[config.mk]
export PLATFORM = sky130hd
export DESIGN_NAME = mem_stage
export DESIGN_NICKNAME = d
export VERILOG_FILES = /design/src/rtl/mem_stage.sv
export SDC_FILE = /design/constraint.sdc
export NUM_CORES = 1
export LEC_CHECK = 0
export BUFFER_PORTS_ARGS = -buffer_cell sky130_fd_sc_hd__buf_2
export CORE_MARGIN = 2
export CORE_UTILIZATION = 53
export DETAILED_ROUTE_END_ITERATION = 8
export GPL_ROUTABILITY_DRIVEN = 0
export PLACE_DENSITY = 0.78
export SETUP_SLACK_MARGIN = 0.1
export SLEW_MARGIN = 20
export SYNTH_ARGS = -nofsm -noshare
export SYNTH_HDL_FRONTEND = slang
export SYNTH_SLANG_ARGS = --single-unit
[constraint.sdc]
create_clock -name I_CLOCK -period 2.72 [get_ports I_CLOCK]
set_clock_uncertainty 0.15 [all_clocks]
set_input_delay 0.544 -clock I_CLOCK [delete_from_list [all_inputs] [get_ports I_CLOCK]]
set_output_delay 0.544 -clock I_CLOCK [all_outputs]
set_load 0.1 [all_outputs]
[src/rtl/mem_stage.sv]
// ============================================================================
// mem_stage : Memory pipeline stage between Execute and Writeback.
//             Pass-through for ALU ops; req/ack data-memory access with timeout.
// Revision  : 1.0  initial release
// ============================================================================
`default_nettype none

module mem_stage #(
   parameter int REG_WIDTH    = 16,
   parameter int PC_WIDTH     = 16,
   parameter int OPCODE_WIDTH = 8,
   parameter int IR_WIDTH     = 32,
   parameter int TIMEOUT      = 255,
   parameter logic [OPCODE_WIDTH-1:0] OP_LDB = 'h20,
   parameter logic [OPCODE_WIDTH-1:0] OP_LDW = 'h21,
   parameter logic [OPCODE_WIDTH-1:0] OP_STB = 'h22,
   parameter logic [OPCODE_WIDTH-1:0] OP_STW = 'h23
) (
   input  logic                    I_CLOCK,
   input  logic                    I_RESET_N,
   input  logic                    I_LOCK,
   input  logic                    I_EX_Valid,
   input  logic [PC_WIDTH-1:0]     I_PC,
   input  logic [OPCODE_WIDTH-1:0] I_Opcode,
   input  logic [IR_WIDTH-1:0]     I_IR,
   input  logic [3:0]              I_DestRegIdx,
   input  logic [REG_WIDTH-1:0]    I_DestValue,
   input  logic [2:0]              I_CCValue,
   input  logic [REG_WIDTH-1:0]    I_MARValue,
   input  logic [REG_WIDTH-1:0]    I_MDRValue,
   input  logic                    I_RegWEn,
   input  logic                    I_CCWEn,
   output logic                    O_DMemReq,
   output logic                    O_DMemWe,
   output logic [REG_WIDTH-1:0]    O_DMemAddr,
   output logic [REG_WIDTH-1:0]    O_DMemWData,
   output logic [1:0]              O_DMemByteEn,
   input  logic                    I_DMemAck,
   input  logic [REG_WIDTH-1:0]    I_DMemRData,
   output logic                    O_MEMStall,
   output logic                    O_LOCK,
   output logic                    O_MEM_Valid,
   output logic                    O_RegWEn,
   output logic                    O_CCWEn,
   output logic [PC_WIDTH-1:0]     O_PC,
   output logic [OPCODE_WIDTH-1:0] O_Opcode,
   output logic [IR_WIDTH-1:0]     O_IR,
   output logic [3:0]              O_DestRegIdx,
   output logic [REG_WIDTH-1:0]    O_DestValue,
   output logic [2:0]              O_CCValue,
   output logic                    O_MemErr
);

   localparam int CW = (TIMEOUT > 2) ? $clog2(TIMEOUT) : 1;
   localparam logic [CW-1:0] CNT_LAST = CW'(TIMEOUT - 1);

   typedef enum logic [0:0] {
      S_IDLE = 1'b0,
      S_WAIT = 1'b1
   } state_e;

   state_e                  state_q, state_d;
   logic [CW-1:0]           cnt_q, cnt_d;

   logic                    lock_q;
   logic                    valid_q, valid_d;
   logic                    regwen_q, regwen_d;
   logic                    ccwen_q, ccwen_d;
   logic [PC_WIDTH-1:0]     pc_q, pc_d;
   logic [OPCODE_WIDTH-1:0] op_q, op_d;
   logic [IR_WIDTH-1:0]     ir_q, ir_d;
   logic [3:0]              idx_q, idx_d;
   logic [REG_WIDTH-1:0]    dv_q, dv_d;
   logic [2:0]              cc_q, cc_d;
   logic                    err_q, err_d;
   logic                    req_q, req_d;
   logic                    we_q, we_d;
   logic [REG_WIDTH-1:0]    addr_q, addr_d;
   logic [REG_WIDTH-1:0]    wdata_q, wdata_d;
   logic [1:0]              be_q, be_d;

   // Fields of the outstanding memory instruction, replayed at completion.
   logic [PC_WIDTH-1:0]     h_pc_q, h_pc_d;
   logic [OPCODE_WIDTH-1:0] h_op_q, h_op_d;
   logic [IR_WIDTH-1:0]     h_ir_q, h_ir_d;
   logic [3:0]              h_idx_q, h_idx_d;
   logic [REG_WIDTH-1:0]    h_dv_q, h_dv_d;
   logic [2:0]              h_cc_q, h_cc_d;
   logic                    h_rwen_q, h_rwen_d;
   logic                    h_lo_q, h_lo_d;

   logic                    w_accept;
   logic                    w_is_mem;
   logic                    w_is_store;
   logic                    w_is_byte_st;
   logic                    w_wait_last;
   logic                    w_h_load;
   logic [REG_WIDTH-1:0]    w_ld_data;

   assign w_accept     = I_LOCK & I_EX_Valid;
   assign w_is_store   = (I_Opcode == OP_STB) || (I_Opcode == OP_STW);
   assign w_is_mem     = (I_Opcode == OP_LDB) || (I_Opcode == OP_LDW) || w_is_store;
   assign w_is_byte_st = (I_Opcode == OP_STB);
   assign w_wait_last  = (cnt_q == CNT_LAST);
   assign w_h_load     = (h_op_q == OP_LDB) || (h_op_q == OP_LDW);

   // Byte loads pick the lane addressed by the original MAR bit 0.
   always_comb begin
      w_ld_data = I_DMemRData;
      if (h_op_q == OP_LDB) begin
         w_ld_data = {{(REG_WIDTH-8){1'b0}},
                      (h_lo_q ? I_DMemRData[15:8] : I_DMemRData[7:0])};
      end
   end

   assign O_MEMStall = ((state_q == S_IDLE) && w_accept && w_is_mem) ||
                       ((state_q == S_WAIT) && !I_DMemAck && !w_wait_last);

   always_comb begin
      state_d  = state_q;
      cnt_d    = cnt_q;
      valid_d  = valid_q;
      regwen_d = regwen_q;
      ccwen_d  = ccwen_q;
      pc_d     = pc_q;
      op_d     = op_q;
      ir_d     = ir_q;
      idx_d    = idx_q;
      dv_d     = dv_q;
      cc_d     = cc_q;
      err_d    = 1'b0;
      req_d    = req_q;
      we_d     = we_q;
      addr_d   = addr_q;
      wdata_d  = wdata_q;
      be_d     = be_q;
      h_pc_d   = h_pc_q;
      h_op_d   = h_op_q;
      h_ir_d   = h_ir_q;
      h_idx_d  = h_idx_q;
      h_dv_d   = h_dv_q;
      h_cc_d   = h_cc_q;
      h_rwen_d = h_rwen_q;
      h_lo_d   = h_lo_q;

      case (state_q)
         S_IDLE: begin
            if (!w_accept) begin
               valid_d  = 1'b0;
               regwen_d = 1'b0;
               ccwen_d  = 1'b0;
            end else if (!w_is_mem) begin
               valid_d  = 1'b1;
               regwen_d = I_RegWEn;
               ccwen_d  = I_CCWEn;
               pc_d     = I_PC;
               op_d     = I_Opcode;
               ir_d     = I_IR;
               idx_d    = I_DestRegIdx;
               dv_d     = I_DestValue;
               cc_d     = I_CCValue;
            end else begin
               valid_d  = 1'b0;
               regwen_d = 1'b0;
               ccwen_d  = 1'b0;
               h_pc_d   = I_PC;
               h_op_d   = I_Opcode;
               h_ir_d   = I_IR;
               h_idx_d  = I_DestRegIdx;
               h_dv_d   = I_DestValue;
               h_cc_d   = I_CCValue;
               h_rwen_d = I_RegWEn;
               h_lo_d   = I_MARValue[0];
               req_d    = 1'b1;
               we_d     = w_is_store;
               addr_d   = {I_MARValue[REG_WIDTH-1:1], 1'b0};
               if (w_is_byte_st) begin
                  wdata_d = {(REG_WIDTH/8){I_MDRValue[7:0]}};
                  be_d    = I_MARValue[0] ? 2'b10 : 2'b01;
               end else begin
                  wdata_d = I_MDRValue;
                  be_d    = 2'b11;
               end
               cnt_d    = '0;
               state_d  = S_WAIT;
            end
         end

         S_WAIT: begin
            if (I_DMemAck || w_wait_last) begin
               state_d = S_IDLE;
               cnt_d   = '0;
               req_d   = 1'b0;
               valid_d = 1'b1;
               ccwen_d = 1'b0;
               pc_d    = h_pc_q;
               op_d    = h_op_q;
               ir_d    = h_ir_q;
               idx_d   = h_idx_q;
               cc_d    = h_cc_q;
               // An ack on the last permitted cycle still wins over timeout.
               if (I_DMemAck) begin
                  if (w_h_load) begin
                     dv_d     = w_ld_data;
                     regwen_d = h_rwen_q;
                  end else begin
                     dv_d     = h_dv_q;
                     regwen_d = 1'b0;
                  end
               end else begin
                  err_d    = 1'b1;
                  dv_d     = '0;
                  regwen_d = 1'b0;
               end
            end else begin
               cnt_d = cnt_q + 1'b1;
            end
         end

         default: begin
            state_d = S_IDLE;
            cnt_d   = '0;
            req_d   = 1'b0;
         end
      endcase
   end

   always_ff @(negedge I_CLOCK or negedge I_RESET_N) begin
      if (!I_RESET_N) begin
         state_q  <= S_IDLE;
         cnt_q    <= '0;
         lock_q   <= 1'b0;
         valid_q  <= 1'b0;
         regwen_q <= 1'b0;
         ccwen_q  <= 1'b0;
         pc_q     <= '0;
         op_q     <= '0;
         ir_q     <= '0;
         idx_q    <= '0;
         dv_q     <= '0;
         cc_q     <= '0;
         err_q    <= 1'b0;
         req_q    <= 1'b0;
         we_q     <= 1'b0;
         addr_q   <= '0;
         wdata_q  <= '0;
         be_q     <= '0;
         h_pc_q   <= '0;
         h_op_q   <= '0;
         h_ir_q   <= '0;
         h_idx_q  <= '0;
         h_dv_q   <= '0;
         h_cc_q   <= '0;
         h_rwen_q <= 1'b0;
         h_lo_q   <= 1'b0;
      end else begin
         state_q  <= state_d;
         cnt_q    <= cnt_d;
         lock_q   <= I_LOCK;
         valid_q  <= valid_d;
         regwen_q <= regwen_d;
         ccwen_q  <= ccwen_d;
         pc_q     <= pc_d;
         op_q     <= op_d;
         ir_q     <= ir_d;
         idx_q    <= idx_d;
         dv_q     <= dv_d;
         cc_q     <= cc_d;
         err_q    <= err_d;
         req_q    <= req_d;
         we_q     <= we_d;
         addr_q   <= addr_d;
         wdata_q  <= wdata_d;
         be_q     <= be_d;
         h_pc_q   <= h_pc_d;
         h_op_q   <= h_op_d;
         h_ir_q   <= h_ir_d;
         h_idx_q  <= h_idx_d;
         h_dv_q   <= h_dv_d;
         h_cc_q   <= h_cc_d;
         h_rwen_q <= h_rwen_d;
         h_lo_q   <= h_lo_d;
      end
   end

   assign O_DMemReq    = req_q;
   assign O_DMemWe     = we_q;
   assign O_DMemAddr   = addr_q;
   assign O_DMemWData  = wdata_q;
   assign O_DMemByteEn = be_q;
   assign O_LOCK       = lock_q;
   assign O_MEM_Valid  = valid_q;
   assign O_RegWEn     = regwen_q;
   assign O_CCWEn      = ccwen_q;
   assign O_PC         = pc_q;
   assign O_Opcode     = op_q;
   assign O_IR         = ir_q;
   assign O_DestRegIdx = idx_q;
   assign O_DestValue  = dv_q;
   assign O_CCValue    = cc_q;
   assign O_MemErr     = err_q;

endmodule

`default_nettype wire

==> out/metrics.yaml <==
outcome: "complete, but fails checks"
violations: "negative setup slack"
vdd_ir_drop_max_v: 0.0007552
antenna_found_initial: 4
worst_hold_startpoint: "h_pc_q[14]"
post_synth_num_cell_types: 44
worst_pin_slew_ps: 709.9
wirelength_mm: 30.26
worstPathCellList: "nand3b_1 -> or4b_4 -> buf_16 -> nand2_8 -> buf_12"
arrival_ps: 3360
port_buffers: 253
cts_max_level: 1
grt_usage_pct: 31.77
clock_path_buffers: 3
crit_start: "state_q"
slew_viol_final: 0
clkLatencyLatePin_ps: 510
place_ws_ps: -1114
cts_tree: "done"
clock-sinks: 209
ctsHoldBuffers: 0
r2r_start: "state_q"
netlist_area_um2: 9314
ant_nets: 0
ys.flop_type: "dfrtn_1"
rr_worst_depth: 7
initial_core_util_pct: 54.04
fin_ws_ps: -1337
synth_seq_cells: 209
firstDrtPassIters: 5
ioPinCount: 255
final_util_pct: 87.15
synthTopCellsByCount: "225 x mux2_2, 209 x dfrtn_1, 22 x a21oi_1, 21 x clkbuf_1, 21 x o21ai_0"
netlist_instances: 664
timing.hold.ws_ps: 299.0
relSlewSlack_pct: 52.67
placed_cells: 1156
grt_pass1_vias: 8036
cp_slowest_cell: "or4b_4"
dp_hpwl_mm: 16.55
synth_nets: 800
viasPerCell: 5.827
nNetsFinal: 1172
power.static_leakage_nw: 7.260
crit_fanout: 2
grt_pass1_wl_mm: 45.15
wl_per_cell_um: 23.66
hold_path.class: "register to register"
clk_pin_slew_worst_paths_ps: 50
place_area_um2: 13000
required_ps: 2030
vias: 7453
yosys.area.top_type_share_pct: 56.15
fin_cells: 1279
yosysTopAreaCell: "dfrtn_1"
cts_made_buffers: 22
rsz0062_at_grt: "yes"
synth_edf_count: 0
seq_area_frac_synth_pct: 56.15
async_flop_share_pct: 100.0
cp-end-kind: "output port"
synth_area_leaders: "dfrtn_1 56%, mux2_2 27%, mux2i_1 1.9%"
drive_gt1_share_pct: 64.35
synth_warnings: 0
synth.avg_cell_area_um2: 14.03
drv_cap: 0
crit_type: "register to output port"
die_y_um: 136.6
max_stage_delay_ps: 550
drc: 0
cts_root_buf: "clkbuf_16"
grt_overflow_total: 0
die_w_um: 136.6
grt_max_degree: 49
cp-start-kind: "register"
design_area_um2: 15020
hold_violations: 0
core_um2: 17240
power_density_nw_per_um2: 706.8
areaGrowthSynthToFinish_pct: 61.28
min_path_cells: 1
rows: 48
yosysMostFrequentCell: "mux2_2"
setup_viol: 327
drt-initial-drc-count: 446
dieArea_um2: 18650
[per-layer routing]
metal  track usage [%]  vias up  wire (µm)
met3             7.556      115       2556
met1             37.74     3735      11030
met4             14.81        0       1354
met5                 0        -          0
met2             54.56      411      15310
li1                  -     3192          -
[placed cells by master, fill, tap and decap left out, types with 6 or more instances in the layout]
cell | synthesis | final
mux2_2 | 225 | 211
clkbuf_16 | 0 | 28
buf_12 | 0 | 136
buf_16 | 0 | 14
a2bb2oi_1 | 16 | 14
mux2i_1 | 18 | 18
o22a_1 | 16 | 16
a21oi_1 | 22 | 20
buf_2 | 9 | 130
o21ai_1 | 0 | 10
dfrtn_1 | 209 | 209
nand2_1 | 20 | 16
buf_6 | 11 | 14
nand4_1 | 9 | 9
o21ai_0 | 21 | 9
a21o_1 | 8 | 6
mux2_4 | 0 | 14
a211oi_1 | 8 | 8
buf_4 | 1 | 89
[area by class of cell]
cell class	instances	area, µm²
repair buffers	393	4836
well taps	225	281.5
clock inverters	10	90.09
diodes	5	12.51
multi-input cells	407	3950
clock buffers	27	610.6
flip-flops and latches	209	5230
fillers	704	2215
inverters	3	11.26
[sequential cells by signal, indices dropped and copies added (netlist names), 2 cells and up]
| register | flops |
|---|---|
| h_idx_q | 4 |
| O_Opcode | 8 |
| cnt_q | 8 |
| h_op_q | 8 |
| O_DMemAddr | 15 |
| O_DestRegIdx | 4 |
| O_PC | 16 |
| O_DMemByteEn | 2 |
| h_cc_q | 3 |
| O_CCValue | 3 |
| O_DMemWData | 16 |
| O_DestValue | 16 |
| h_dv_q | 16 |
| h_pc_q | 16 |
| h_ir_q | 32 |
| O_IR | 32 |
[kinds of logic after synthesis]
| group | synth area share (%) |
|---|---|
| AO/OA/AOI/OAI | 7.120 |
| XOR/XNOR | 0.09405 |
| adder cells (fa/ha/maj) | 0.2686 |
| buffers and inverters | 3.197 |
| flip-flops | 56.15 |
| multiplexers | 29.14 |
| other | 0.04026 |
| AND/OR/NAND/NOR | 3.990 |
[report_power, final]
part / internal (mW) / total, mW / switching [mW] / leakage, nW
Clock: 1.69 / 2.97 / 1.28 / 0.339
Combinational: 1.52 / 3.84 / 2.31 / 4.24
Sequential: 3.48 / 3.81 / 0.331 / 2.68
Total: 6.69 / 10.6 / 3.93 / 7.26
[stage by stage]
stage               total power [mW]  TNS (ps)
floorplan                      5.852   -198030
global placement               7.320   -207830
detailed placement             7.382   -212310
CTS                            10.50   -196050
global route                   10.91   -208350
finish                         10.62   -205490
[worst max-delay path: cells and delay by family (launching register included)]
kind | cells | cell delay [ps]
AND/OR/NAND/NOR | 3 | 830
flip-flops | 1 | 340
buffers and inverters | 2 | 320
[worst paths after layout]
check,endpoint,slack (ps)
min in group asynchronous,O_DMemAddr[13],1050
min,h_pc_q[14],300
max,O_MEMStall,-1340
max reg2reg,O_PC[11],-90
max in group asynchronous,O_DMemWData[12],840
min reg2reg,h_pc_q[14],300
[repair_timing]
action                                  in CTS  in global routing
buffers inserted                            37                 30
endpoints found under the setup margin     327                327
cloned                                      18                  6
gates resized for setup                     40                 34
pin swaps                                    5                  8
(Power assumes the default switching activity.)
